[config.mk]
export PLATFORM = sky130hd
export DESIGN_NAME = dmem_bus_arbiter
export DESIGN_NICKNAME = d
export VERILOG_FILES = /design/src/rtl/dmem_bus_arbiter_pkg.sv /design/src/rtl/dmem_bus_arbiter_rr_arb2.sv /design/src/rtl/dmem_bus_arbiter.sv
export SDC_FILE = /design/constraint.sdc
export NUM_CORES = 1
export LEC_CHECK = 0
export ABC_AREA = 1
export BUFFER_PORTS_ARGS = -buffer_cell sky130_fd_sc_hd__buf_2
export CAP_MARGIN = 5
export CORE_MARGIN = 2
export CORE_UTILIZATION = 48
export CTS_BUF_LIST = sky130_fd_sc_hd__clkbuf_8
export CTS_CLUSTER_DIAMETER = 80
export DETAILED_ROUTE_END_ITERATION = 10
export GPL_TIMING_DRIVEN = 0
export MAX_ROUTING_LAYER = met4
export PLACE_DENSITY = 0.83
export RECOVER_POWER = 100
export SYNTH_ARGS = -nofsm -noshare
export SYNTH_HDL_FRONTEND = slang
export SYNTH_SLANG_ARGS = --single-unit
export TNS_END_PERCENT = 5
[constraint.sdc]
create_clock -name clk -period 4.5 [get_ports clk]
set_clock_uncertainty 0.05 [all_clocks]
set_input_delay 0.675 -clock clk [delete_from_list [all_inputs] [get_ports clk]]
set_output_delay 0.675 -clock clk [all_outputs]
set_load 0.05 [all_outputs]
[src/rtl/dmem_bus_arbiter_pkg.sv]
// Shared types and constants for the data-memory bus arbiter.
// State encodings, requester IDs and the DMType access-size codes.
package dmem_bus_arbiter_pkg;

    typedef enum logic [1:0] {
        ST_IDLE  = 2'd0,
        ST_ISSUE = 2'd1,
        ST_WAIT  = 2'd2,
        ST_DONE  = 2'd3
    } arb_state_e;

    localparam logic REQ_CPU = 1'b0;
    localparam logic REQ_DMA = 1'b1;

    // DMType codes shared with the pipeline control decoder
    localparam logic [2:0] DM_WORD              = 3'b000;
    localparam logic [2:0] DM_HALFWORD          = 3'b001;
    localparam logic [2:0] DM_HALFWORD_UNSIGNED = 3'b010;
    localparam logic [2:0] DM_BYTE              = 3'b011;
    localparam logic [2:0] DM_BYTE_UNSIGNED     = 3'b100;

    function automatic logic is_bus_busy(input arb_state_e state);
        return (state == ST_ISSUE) || (state == ST_WAIT);
    endfunction

endpackage

[src/rtl/dmem_bus_arbiter_rr_arb2.sv]
// Combinational two-way round-robin picker: on a tie the requester
// that did not win last time is chosen.
module rr_arb2
    import dmem_bus_arbiter_pkg::*;
(
    input  logic [1:0] i_req,
    input  logic       i_last_gnt,
    output logic       o_gnt_valid,
    output logic       o_gnt_id
);

    always_comb begin
        o_gnt_valid = |i_req;
        o_gnt_id    = REQ_CPU;
        case (i_req)
            2'b10:   o_gnt_id = REQ_DMA;
            2'b11:   o_gnt_id = ~i_last_gnt;
            default: o_gnt_id = REQ_CPU;
        endcase
    end

endmodule

[src/rtl/dmem_bus_arbiter.sv]
// CPU/DMA arbiter for the shared data-memory port; registers the winning request onto the bus.
// Optional mem_ready timeout with bus_err pulse is enabled by defining DMEM_ARB_TIMEOUT_EN.
module dmem_bus_arbiter
    import dmem_bus_arbiter_pkg::*;
#(
    parameter int unsigned ADDR_W  = 32,
    parameter int unsigned DATA_W  = 32,
    parameter int unsigned TIMEOUT = 64
) (
    input  logic              clk,
    input  logic              reset,
    input  logic              r0_req,
    input  logic              r0_we,
    input  logic [ADDR_W-1:0] r0_addr,
    input  logic [DATA_W-1:0] r0_wdata,
    input  logic [2:0]        r0_dmtype,
    output logic              r0_done,
    input  logic              r1_req,
    input  logic              r1_we,
    input  logic [ADDR_W-1:0] r1_addr,
    input  logic [DATA_W-1:0] r1_wdata,
    input  logic [2:0]        r1_dmtype,
    output logic              r1_done,
    output logic [DATA_W-1:0] rdata,
    output logic              cpu_stall,
    output logic              mem_req,
    output logic              mem_we,
    output logic [ADDR_W-1:0] mem_addr,
    output logic [DATA_W-1:0] mem_wdata,
    output logic [2:0]        mem_dmtype,
    input  logic [DATA_W-1:0] mem_rdata,
    input  logic              mem_ready,
    output logic              bus_err
);

    arb_state_e        r_state, w_state_next;
    logic              r_gnt_id;
    logic              r_last_gnt;
    logic              r_we;
    logic [ADDR_W-1:0] r_addr;
    logic [DATA_W-1:0] r_wdata;
    logic [2:0]        r_dmtype;
    logic [DATA_W-1:0] r_rdata;
    logic              w_gnt_valid;
    logic              w_gnt_id;
    logic              w_grant;
    logic              w_busy;
    logic              w_timeout;

    rr_arb2 u_rr_arb2 (
        .i_req       ({r1_req, r0_req}),
        .i_last_gnt  (r_last_gnt),
        .o_gnt_valid (w_gnt_valid),
        .o_gnt_id    (w_gnt_id)
    );

    assign w_grant = (r_state == ST_IDLE) && w_gnt_valid;
    assign w_busy  = is_bus_busy(r_state);

`ifdef DMEM_ARB_TIMEOUT_EN
    localparam int unsigned CntW = $clog2(TIMEOUT + 1);

    logic [CntW-1:0] r_cnt;
    logic            r_err;

    assign w_timeout = w_busy && !mem_ready && (r_cnt >= CntW'(TIMEOUT));

    // Counter sits at zero in IDLE, so it is clear on every ISSUE entry
    always_ff @(posedge clk or posedge reset) begin
        if (reset) begin
            r_cnt <= '0;
            r_err <= 1'b0;
        end else begin
            if (r_state == ST_IDLE) begin
                r_cnt <= '0;
                r_err <= 1'b0;
            end else if (w_busy) begin
                r_cnt <= r_cnt + CntW'(1);
                if (w_timeout) r_err <= 1'b1;
            end
        end
    end

    assign bus_err = (r_state == ST_DONE) && r_err;
`else
    assign w_timeout = 1'b0;
    assign bus_err   = 1'b0;
`endif

    always_comb begin
        w_state_next = r_state;
        case (r_state)
            ST_IDLE:  if (w_gnt_valid) w_state_next = ST_ISSUE;
            ST_ISSUE,
            ST_WAIT:  begin
                if (mem_ready || w_timeout) w_state_next = ST_DONE;
                else                        w_state_next = ST_WAIT;
            end
            ST_DONE:  w_state_next = ST_IDLE;
            default:  w_state_next = ST_IDLE;
        endcase
    end

    always_ff @(posedge clk or posedge reset) begin
        if (reset) r_state <= ST_IDLE;
        else       r_state <= w_state_next;
    end

    always_ff @(posedge clk or posedge reset) begin
        if (reset) begin
            r_gnt_id   <= REQ_CPU;
            r_last_gnt <= REQ_DMA;
            r_we       <= 1'b0;
            r_addr     <= '0;
            r_wdata    <= '0;
            r_dmtype   <= '0;
            r_rdata    <= '0;
        end else begin
            if (w_grant) begin
                r_gnt_id <= w_gnt_id;
                r_we     <= (w_gnt_id == REQ_DMA) ? r1_we     : r0_we;
                r_addr   <= (w_gnt_id == REQ_DMA) ? r1_addr   : r0_addr;
                r_wdata  <= (w_gnt_id == REQ_DMA) ? r1_wdata  : r0_wdata;
                r_dmtype <= (w_gnt_id == REQ_DMA) ? r1_dmtype : r0_dmtype;
            end
            // Writes and timed-out accesses return zero data
            if (w_busy && mem_ready)  r_rdata <= r_we ? '0 : mem_rdata;
            else if (w_timeout)       r_rdata <= '0;
            if (r_state == ST_DONE)   r_last_gnt <= r_gnt_id;
        end
    end

    assign mem_req    = w_busy;
    assign mem_we     = r_we;
    assign mem_addr   = r_addr;
    assign mem_wdata  = r_wdata;
    assign mem_dmtype = r_dmtype;
    assign r0_done    = (r_state == ST_DONE) && (r_gnt_id == REQ_CPU);
    assign r1_done    = (r_state == ST_DONE) && (r_gnt_id == REQ_DMA);
    assign rdata      = (r_state == ST_DONE) ? r_rdata : '0;
    assign cpu_stall  = r0_req && !r0_done;

endmodule

==> reports/summary.txt <==
Critical Path Max Stage Delay: 1.25 ns
Tot Pwr: 0.005368 W
Initial Util: 49.06%
Root buf cell: clkbuf_8
Largest net degree at the start of global routing: 60
Final slew viol count: 47
Post-Syn Nets: 996
CTS tree: done
Worst-case vdd ir drop: 0.0004043 V
Synth Warn #: 0
Post-DRT Antenna Nets: 0
Wire length per cell: 13.21 um
Avg Cell Area, Syn: 6.823 um2
Final #Nets: 1283
Worst-Margin Slew: 2.023 ns
Vias in the first global route: 5595
Synth Instances: 821
FP Rows: 39
Share of post-route cells with drive strength above 1: 18.97%
Critical Path, Cell by Cell: buf_2 > clkinvlp_2 > clkbuf_2
Synthesized area: 5602 um2
Post-synthesis sequential area ratio: 46.48%
RSZ-0062 raised after global routing: false
Rel. slew slack: -35.64%
Setup violators final: 0
Failing checks: max-capacitance violations, max-slew violations
Clk buf depth: 2
Worst-Skew Late Latency: 0.36 ns
Most common cell after layout, fill and taps aside: nand2_1
Critical path class: input pin to asynchronous set/reset pin
Core region area: 11420 um2
Via count: 5968
Max Cap Viol: 1
Routed wire length: 16600 um
Clock H-tree levels: 3
Startpoint types: input pin
Count of cell types in the netlist: 17
FF+latch count, synth: 104
Global-route wire length before repair: 26590 um
HP Class: register to register
Leak pwr: 4.498 nW
Num CTS Buffers: 9
Worst Path Max Fanout: 59
Most frequent cells in the layout: nand2_1 (310), buf_2 (187), inv_1 (175)
Arr. time, crit path: 3.23 ns
Power per cell area: 744.1 nW/um2
Fin crit share: 67.83%
Die area: 12550 um2
Die span in x: 112.0 um
Clock-pin slew on the worst setup and hold paths: 0.10 ns
Worst EP required: 4.67 ns
Fillers: 1136
Postcts setup bufs: 0
TritonRoute pass-1 iters: 5
Vias per cell: 4.752
I/O Pins: 278
Setup tns final: 0 ns
GRT Overall Usage: 26.93%
Hold_buf cts: 0
Gr ovfl total: 0
GPL Wtd Cong: 0.9066
Critical Path Sink Type: asynchronous set/reset pin
Initial DRC count: 393
Initial antenna violation count: 1
Min Tclk post-route: 3.052 ns
Drc violations: 0
Run status: complete, but fails checks
I/O Buffers: 275
Area growth, synth to finish: 28.79%
Slowest CP cell: clkbuf_2
Hpwl dp: 12770 um
Fmax: 0.3276 GHz
Die Height: 112.0 um
# clock sinks: 104
Final Hold Vio Count: 0
Post-CTS sizing: 0
## metrics by stage
step           instances  hold WS (ns)  setup WS, ns  utilization (%)  cell area, um2
2_1_floorplan        821        0.3928         1.044                -            5602
6_report            1256        0.4303         1.448            63.18            7214
5_1_grt             1256        0.4556        0.8953            63.18            7214
3_3_place_gp        1239        0.4076       -0.1771            62.68            7157
4_1_cts             1255        0.3372         1.687            64.77            7396
3_5_place_dp        1240        0.4097         2.086            62.94            7187
## critical path, delay by kind of cell
kind	cells	cell delay, ns
buf+inv	3	2.49
## where the power goes
group / leakage, nW / internal [W] / switching (W)
Sequential: 1.29 / 0.00138 / 0.000247
Combinational: 3.11 / 0.000634 / 0.00248
Clock: 0.101 / 0.000309 / 0.000321
Total: 4.50 / 0.00232 / 0.00305
## flip-flops by register name, summed over array words and instances, names as in the netlist
name	flops
mem_addr	32
mem_dmtype	3
mem_wdata	32
mem_we	1
r_gnt_id	1
r_last_gnt	1
r_rdata	32
r_state	2
## synth_stat cells (all sizes together)
library cell  count  share of area, %
nand3           136                12
conb              1             0.067
inv             176                12
dfrtp           103                46
ha                2              0.45
nor2              4              0.31
o21ai            37               3.4
clkbuf           19               1.3
nand2           310                21
dfstp             1              0.47
buf              32               3.3
## final timing paths
path	slack [ns]	endpoint	startpoint	depth (start not counted)
max	1.45	mem_wdata[17]	reset	3
min	0.43	r_last_gnt	r_last_gnt	2
max reg2reg	2.08	mem_wdata[15]	r_state[0]	8
min reg2reg	0.43	r_last_gnt	r_last_gnt	2
max in group clk	1.48	rdata[4]	r_state[0]	6
min in group asynchronous	0.77	mem_dmtype[1]	reset	2
## logic make-up after synthesis
kind of cell | Yosys count | synth area share (%)
AO/OA/AOI/OAI | 37 | 3.373
AND/OR/NAND/NOR | 450 | 33.28
other | 1 | 0.06694
buffers and inverters | 227 | 16.35
adder cells (fa/ha/maj) | 2 | 0.4467
flip-flops | 104 | 46.48
## per-layer routing
| metal | global-route usage (%) | share of wire (%) |
|---|---|---|
| met2 | 45.54 | 48 |
| met4 | 9.675 | 2.7 |
| met5 | - | 0 |
| met3 | 4.266 | 7.3 |
| met1 | 32.98 | 42 |
## area by class of cell
cell class                 instances  area [um2]  area share [%]
tap                              143       178.9           2.480
inverter                         176       661.9           9.174
multi-input combinational        490        2077           28.79
buffer                            51       230.2           3.191
timing repair buffer             276        1251           17.34
sequential                       104        2604           36.09
antenna                            1       2.502         0.03469
clock buffer                       9       123.9           1.717
clock inverter                     6       85.08           1.179
Power figures use the tool's default switching activity.
